`src/rtl/hex_scan_display.sv`:
```
// hex_scan_display: multiplexed seven-segment scanner with tear-free frame
// commit, anti-ghost guard interval, leading-zero blanking and selectable
// output polarity. Outputs are fully registered.
module hex_scan_display #(
   parameter int DIGITS     = 4,
   parameter int DIV        = 50_000,
   parameter int GUARD      = 2,
   parameter int ACTIVE_LOW = 1
) (
   input  logic                  i_clock,
   input  logic                  i_reset,
   input  logic [4*DIGITS-1:0]   i_value,
   input  logic [DIGITS-1:0]     i_dp,
   input  logic                  i_load,
   input  logic                  i_lzb,
   input  logic                  i_blank,
   output logic [6:0]            o_seg,
   output logic                  o_dp,
   output logic [DIGITS-1:0]     o_an,
   output logic                  o_frame
);

   localparam int PRE_W = (DIV > 1) ? $clog2(DIV) : 1;
   localparam int IDX_W = (DIGITS > 1) ? $clog2(DIGITS) : 1;
   localparam int GRD_W = (GUARD > 0) ? $clog2(GUARD + 1) : 1;
   localparam logic [PRE_W-1:0] PRE_MAX  = PRE_W'(DIV - 1);
   localparam logic [IDX_W-1:0] IDX_MAX  = IDX_W'(DIGITS - 1);
   localparam logic [GRD_W-1:0] GRD_INIT = GRD_W'(GUARD);
   localparam logic             POL      = (ACTIVE_LOW != 0);

   // Hex nibble to active-high segment pattern (bit0 = a ... bit6 = g).
   function automatic logic [6:0] seg7(input logic [3:0] nib);
      case (nib)
         4'h0: seg7 = 7'h3F;  4'h1: seg7 = 7'h06;
         4'h2: seg7 = 7'h5B;  4'h3: seg7 = 7'h4F;
         4'h4: seg7 = 7'h66;  4'h5: seg7 = 7'h6D;
         4'h6: seg7 = 7'h7D;  4'h7: seg7 = 7'h07;
         4'h8: seg7 = 7'h7F;  4'h9: seg7 = 7'h6F;
         4'hA: seg7 = 7'h77;  4'hB: seg7 = 7'h7C;
         4'hC: seg7 = 7'h39;  4'hD: seg7 = 7'h5E;
         4'hE: seg7 = 7'h79;  default: seg7 = 7'h71;
      endcase
   endfunction

   logic [PRE_W-1:0]    pre_q, pre_d;
   logic [IDX_W-1:0]    idx_q, idx_d;
   logic [GRD_W-1:0]    guard_q, guard_d;
   logic [4*DIGITS-1:0] pend_val_q, pend_val_d, disp_val_q, disp_val_d;
   logic [DIGITS-1:0]   pend_dp_q, pend_dp_d, disp_dp_q, disp_dp_d;
   logic [6:0]          seg_q, seg_d;
   logic                dp_q, dp_d;
   logic [DIGITS-1:0]   an_q, an_d;
   logic                frame_q, frame_d;

   logic                tick, wrap;
   logic [3:0]          nib;
   logic                dp_bit, zero_above, lz_blank, lit;
   logic [DIGITS-1:0]   an_raw;

   // Scan timing, guard countdown and pending/display register updates.
   always_comb begin
      tick       = (pre_q == PRE_MAX);
      wrap       = tick && (idx_q == IDX_MAX);
      pre_d      = tick ? '0 : pre_q + PRE_W'(1);
      idx_d      = idx_q;
      if (tick) idx_d = wrap ? '0 : idx_q + IDX_W'(1);
      guard_d    = guard_q;
      if (tick)                 guard_d = GRD_INIT;
      else if (guard_q != '0)   guard_d = guard_q - GRD_W'(1);
      pend_val_d = i_load ? i_value : pend_val_q;
      pend_dp_d  = i_load ? i_dp    : pend_dp_q;
      disp_val_d = disp_val_q;
      disp_dp_d  = disp_dp_q;
      // A load on the wrapping tick itself goes straight to the display.
      if (wrap) begin
         disp_val_d = pend_val_d;
         disp_dp_d  = pend_dp_d;
      end
      frame_d    = wrap;
   end

   // Output decode for the digit that is current after this edge.
   always_comb begin
      nib        = 4'h0;
      dp_bit     = 1'b0;
      zero_above = 1'b1;
      an_raw     = '0;
      for (int k = 0; k < DIGITS; k++) begin
         if (idx_d == IDX_W'(k)) begin
            nib    = disp_val_d[4*k +: 4];
            dp_bit = disp_dp_d[k];
         end
         if ((IDX_W'(k) >= idx_d) && (disp_val_d[4*k +: 4] != 4'h0))
            zero_above = 1'b0;
      end
      lz_blank = i_lzb && (idx_d != '0) && zero_above;
      lit      = (guard_d == '0) && !i_blank && !lz_blank;
      for (int k = 0; k < DIGITS; k++)
         an_raw[k] = lit && (idx_d == IDX_W'(k));
      seg_d = (lit ? seg7(nib) : 7'h00) ^ {7{POL}};
      dp_d  = (lit & dp_bit) ^ POL;
      an_d  = an_raw ^ {DIGITS{POL}};
   end

   // State and output registers; reset drives outputs to the inactive level.
   always_ff @(posedge i_clock or posedge i_reset) begin
      if (i_reset) begin
         pre_q      <= '0;
         idx_q      <= '0;
         guard_q    <= GRD_INIT;
         pend_val_q <= '0;
         pend_dp_q  <= '0;
         disp_val_q <= '0;
         disp_dp_q  <= '0;
         seg_q      <= {7{POL}};
         dp_q       <= POL;
         an_q       <= {DIGITS{POL}};
         frame_q    <= 1'b0;
      end else begin
         pre_q      <= pre_d;
         idx_q      <= idx_d;
         guard_q    <= guard_d;
         pend_val_q <= pend_val_d;
         pend_dp_q  <= pend_dp_d;
         disp_val_q <= disp_val_d;
         disp_dp_q  <= disp_dp_d;
         seg_q      <= seg_d;
         dp_q       <= dp_d;
         an_q       <= an_d;
         frame_q    <= frame_d;
      end
   end

   assign o_seg   = seg_q;
   assign o_dp    = dp_q;
   assign o_an    = an_q;
   assign o_frame = frame_q;

endmodule

```
`config.mk`:
```
export PLATFORM = sky130hd
export DESIGN_NAME = hex_scan_display
export DESIGN_NICKNAME = d
export VERILOG_FILES = /design/src/rtl/hex_scan_display.sv
export SDC_FILE = /design/constraint.sdc
export NUM_CORES = 1
export LEC_CHECK = 0
export ABC_AREA = 1
export CORE_UTILIZATION = 35
export DETAILED_ROUTE_END_ITERATION = 7
export SYNTH_ARGS = -nofsm -noshare
export SYNTH_HDL_FRONTEND = slang
export SYNTH_SLANG_ARGS = --single-unit
```
`constraint.sdc`:
```
create_clock -name i_clock -period 3.5 [get_ports i_clock]
set_clock_uncertainty 0.15 [all_clocks]
set_input_delay 0.875 -clock i_clock [delete_from_list [all_inputs] [get_ports i_clock]]
set_output_delay 0.875 -clock i_clock [all_outputs]
set_load 0.02 [all_outputs]
```
Word-level counts from Yosys, hierarchy flattened
Memories as Yosys holds them, arrays and structs flattened. Cells that the tools add are included.

Register bits: 73. Bits in read-only memories: 112. Input port bits: 25. Logic and storage cells: 73. Memories: 1.

Memory list: (no name shown) (words 16, bits a word 7, read ports 1, clocked after Yosys merged registers in 0, write ports 0, line 33) `case (nib)`.

Add/sub/neg operators: 3. Order comparisons: 4. Equal/unequal tests: 5. Mux-type cells: 22. Bitwise gates (word level): 4. Reduce and logical (&&, ||, !) cells: 23.

Operators with widths (number): 16-bit two-way mux (3); 4-bit two-way mux (6); 16-bit by 1-bit adder with 16-bit output, second input constant (1); 16-bit == test, second input constant (1); 4-bit nonzero test (4); 1-bit logical AND (13); 1-bit two-way mux (8); 2-bit two-way mux (4); 7-bit two-way mux (1); 7-bit inverter (1); 2-bit == test, second input constant (3); 1-bit by 2-bit >= comparator with 1-bit output, first input constant (2); 2-bit >= comparator, first input constant (2); 2-bit zero test (2); 4-bit inverter (1); 2-bit nonzero test (2); 2-bit by 1-bit adder with 2-bit output, second input constant (1); 2-bit by 1-bit == test with 1-bit output, second input constant (1); 1-bit zero test (2); 2-bit by 1-bit subtractor with 2-bit output, second input constant (1); 1-bit bitwise AND (1); 1-bit inverter (1).

Logic depth before layout (Yosys ltp)
Word-level depth: 15. Depth in mapped cells: 17. Gate-level depth less buffers: 17.

Worst setup path after synthesis
Ideal clock, no wire load.

Path type: input to register. From: in i_load. To: reg seg_q[3], in the netlist o_seg[3]. Arrival: 2553 ps. Required time: 3286 ps. Slack: 734 ps. Stages on the path: 14. Buffers on the path: 2. Cell sequence: buf_2 -> buf_1 -> nand2_1 -> o21ai_0 -> nand4_1 -> nand2_1 -> inv_1 -> nand2_1 -> nand3_1 -> nor2_1 -> ha_1 -> nand2_1 -> nand3_1 -> nand3_1.

RTL lines: start, declared (line 14) `input logic i_load,`; 16-bit two-way mux * (line 70) `pend_val_d = i_load ? i_value : pend_val_q;`; 16-bit two-way mux * (line 75) `if (wrap) begin`; net disp_val_d[4] (line 48) `logic [4*DIGITS-1:0] pend_val_q, pend_val_d, disp_val_q, disp_val_d;`; branches (longest 8 deep; another with memory read 16 x 7 bit); 7-bit two-way mux * (line 100) `seg_d = (lit ? seg7(nib) : 7'h00) ^ {7{POL}};`; 7-bit inverter (no line) *; net seg_d[3] (line 50) `logic [6:0] seg_q, seg_d;`; end signal, assigned (line 115) `seg_q <= {7{POL}};`; end signal, assigned (line 127) `seg_q <= seg_d;`; end, declared (line 50).

Mark *: on every way through the listed nets, which the timed path passes.

Final worst setup path
Same ends and word-level chain as after synthesis.

==> impl_metrics.json <==
{
  "cp.arrival_ps": 3170,
  "antenna_cells": 0,
  "postCtsSetupRepairBufs": 0,
  "cp.required_ps": 3650,
  "cts_resized": 0,
  "timing.rr.start": "pre_q[0]",
  "ir_drop_mv": 0.1776,
  "cts.clk_slew.worst_paths_ps": 80,
  "tritoncts": "built",
  "outcome": "completed",
  "numPortBuffers": 37,
  "grt_max_degree": 74,
  "multiInputGateArea_um2": 1620,
  "maxCapViolations": 0,
  "cp_max_fo": 27,
  "reg2regPathDepth": 16,
  "grt_setup_unrepaired": "no",
  "place_congestion": 0.8900,
  "ctsHtreeMaxLevel": 3,
  "drt_iter0_drc": 146,
  "criticalPathCategory": "input pin to register",
  "grt_pass1_wl_mm": 14.06,
  "synthArstFlopShare_pct": 100.0,
  "slew-limit-headroom_pct": 66.33,
  "synthCells": 449,
  "clock_tree.buffer_depth": 2,
  "hold_viol": 0,
  "post-route-util_pct": 43.71,
  "wl_per_cell_um": 12.47,
  "timing.rr.end": "o_seg[0]",
  "wl_mm": 7.920,
  "synth_cell_types": 39,
  "vias_per_cell": 4.567,
  "initial_core_util_pct": 36.29,
  "cts-root-buf": "clkbuf_8",
  "dpl.hpwl_mm": 5.853,
  "post-place-cells": 619,
  "synth_nets": 482,
  "yosys_register_bits": 73,
  "antenna_left": 0,
  "report.final.slew_viol_count": 0,
  "num_rows": 37,
  "cts_buffers": 9,
  "hold_depth": 1,
  "setup_viol_count_final": 0,
  "cp-start-kind": "input pin",
  "syn_area_um2": 3780,
  "clock.fmax_mhz": 332.0,
  "fin_nets": 527,
  "fin_hold_ws_ps": 271.3,
  "min_to": "guard_q[0]",
  "grt_pass1_vias": 2905,
  "clock-sinks": 73,
  "p_per_area_nw_per_um2": 382.6,
  "p_leak_nw": 2.405,
  "synthFlopType": "dfrtp_1",
  "die_h_um": 105.9,
  "grt_usage_pct": 16.07,
  "num_vias": 2900,
  "fin_cells": 635,
  "core_um2": 10420,
  "seq_area_um2": 1843,
  "die_area_um2": 11220,
  "syn_area_per_cell_um2": 8.418,
  "min-delay-start": "guard_q[0]",
  "grt_overflow": 0,
  "layout_min_cycle_time_ps": 3012,
  "first_pass_iters": 4,
  "die_width_um": 105.9,
  "clkLatencyLatePin_ps": 360,
  "drive_gt1_share_pct": 17.43,
  "syn_to_final_growth_pct": 20.46,
  "tightest_slew_ps": 505.1,
  "ys_seq_area_share_pct": 48.76,
  "drc": 0,
  "finalCritPeriodShare_pct": 86.05,
  "synth_edf_count": 0,
  "ios": 38,
  "cp-end-kind": "register",
  "cts.hold.buffers_added": 0,
  "r2r_setup_slack_ps": 660,
  "grt_antenna_before_repair": 0,
  "hp-class": "register to register",
  "fill_cells": 1064,
  "fin_tns_setup_ps": 0,
  "synth_warnings": 0
}
## registers in the layout (all words and copies together) (netlist names)
signal and flops:
disp_val_q 16, pend_val_q 16, pre_q 16, o_seg 7, disp_dp_q 4, o_an 4
pend_dp_q 4, guard_q 2, idx_q 2, o_dp 1, o_frame 1
## metal layers
metal	vias to the layer above	track usage [%]	wire length, µm
met1	1339	21.88	3866
met2	52	25.07	3544
met4	0	6.250	140
met5	-	0	0
li1	1498	-	-
met3	11	3.372	368
## worst max-delay path by stage
stage | slack (ps) | depth (start not counted) | endpoint | from
2_1_floorplan | 640 | 1 | disp_dp_q[0] | i_reset
3_3_place_gp | 220 | 14 | o_seg[3] | i_load
3_5_place_dp | 150 | 14 | o_seg[3] | i_load
4_1_cts | 520 | 14 | o_seg[3] | i_load
5_1_grt | 250 | 14 | o_seg[3] | i_load
6_report | 490 | 14 | o_seg[3] | i_load
## metrics by stage
step	total power, W	area, µm²	worst slack, ps
2_1_floorplan	0.0009476	3780	643.2
3_3_place_gp	0.001003	4324	220.8
3_5_place_dp	0.001005	4324	145.8
4_1_cts	0.001775	4553	515.6
5_1_grt	0.001824	4553	251.1
6_report	0.001742	4553	488.4
## cells in the final DEF, fill, tap and decap left out, types with 7 or more instances in the layout
master,n
ha_1,8
nor2_2,9
nand4_1,15
inv_2,7
nand2_2,12
inv_1,67
nor2_1,38
nand3_1,24
clkbuf_8,11
dfstp_2,13
clkdlybuf4s50_1,37
o21ai_0,20
nand2_1,117
dfrtp_1,60
## Yosys cell counts (3+ instances only)
library cell  instances  share of area, %
o21ai_0              20               2.6
ha_1                  8               2.6
o21ai_1               3              0.40
inv_2                 6              0.60
nand3_4               4               1.9
nor2_1               38               3.8
nand2_4               4               1.2
buf_2                 4              0.53
or2_2                 4              0.66
nor2_4                4               1.2
nand2_2              12               2.0
nor2_2                9               1.5
nor2_8                4               2.1
inv_1                68               6.8
a21oi_1               6              0.79
dfrtp_1              60                40
nand2_1             117                12
nand4_1              15               2.5
nand3_1              24               3.2
nor3_1                4              0.53
dfstp_2              13               9.0
## worst max-delay path: stages
cell,delay [ps]
clkdlybuf4s50_1,470
buf_4,280
nand2_1,90
o21ai_0,110
nand4_1,130
nand2_1,120
inv_1,60
nand2_1,90
nand3_1,80
nor2_1,310
ha_1,320
nand2_1,70
nand3_1,70
nand3_1,90
## cell families (layout without fill, tap and decap cells)
group / Yosys count / count (layout) / share of synthesized area (%)
and+or+nand+nor: 243 / 243 / 32.77
buffers and inverters: 81 / 131 / 8.374
xor gates and xnor gates: 2 / 2 / 0.4635
AOI/OAI and AO/OA: 40 / 40 / 6.455
adders and majority gates: 8 / 8 / 2.648
DFF: 73 / 73 / 48.76
muxes: 2 / 2 / 0.5296
## power breakdown
part | switching [W] | internal, W
registers | 0.00000560 | 0.000871
clock network | 0.000319 | 0.000438
logic | 0.0000600 | 0.0000482
## area by class of cell
| cell class | instances | area share [%] |
|---|---|---|
| multi-input combinational | 295 | 35.59 |
| clock buffer | 11 | 3.325 |
| clock inverter | 5 | 1.704 |
| timing repair buffer | 41 | 9.068 |
| sequential | 73 | 40.48 |
| inverter | 74 | 6.101 |
| tap | 136 | 3.737 |
No activity file was read; power rests on OpenSTA's default activity.
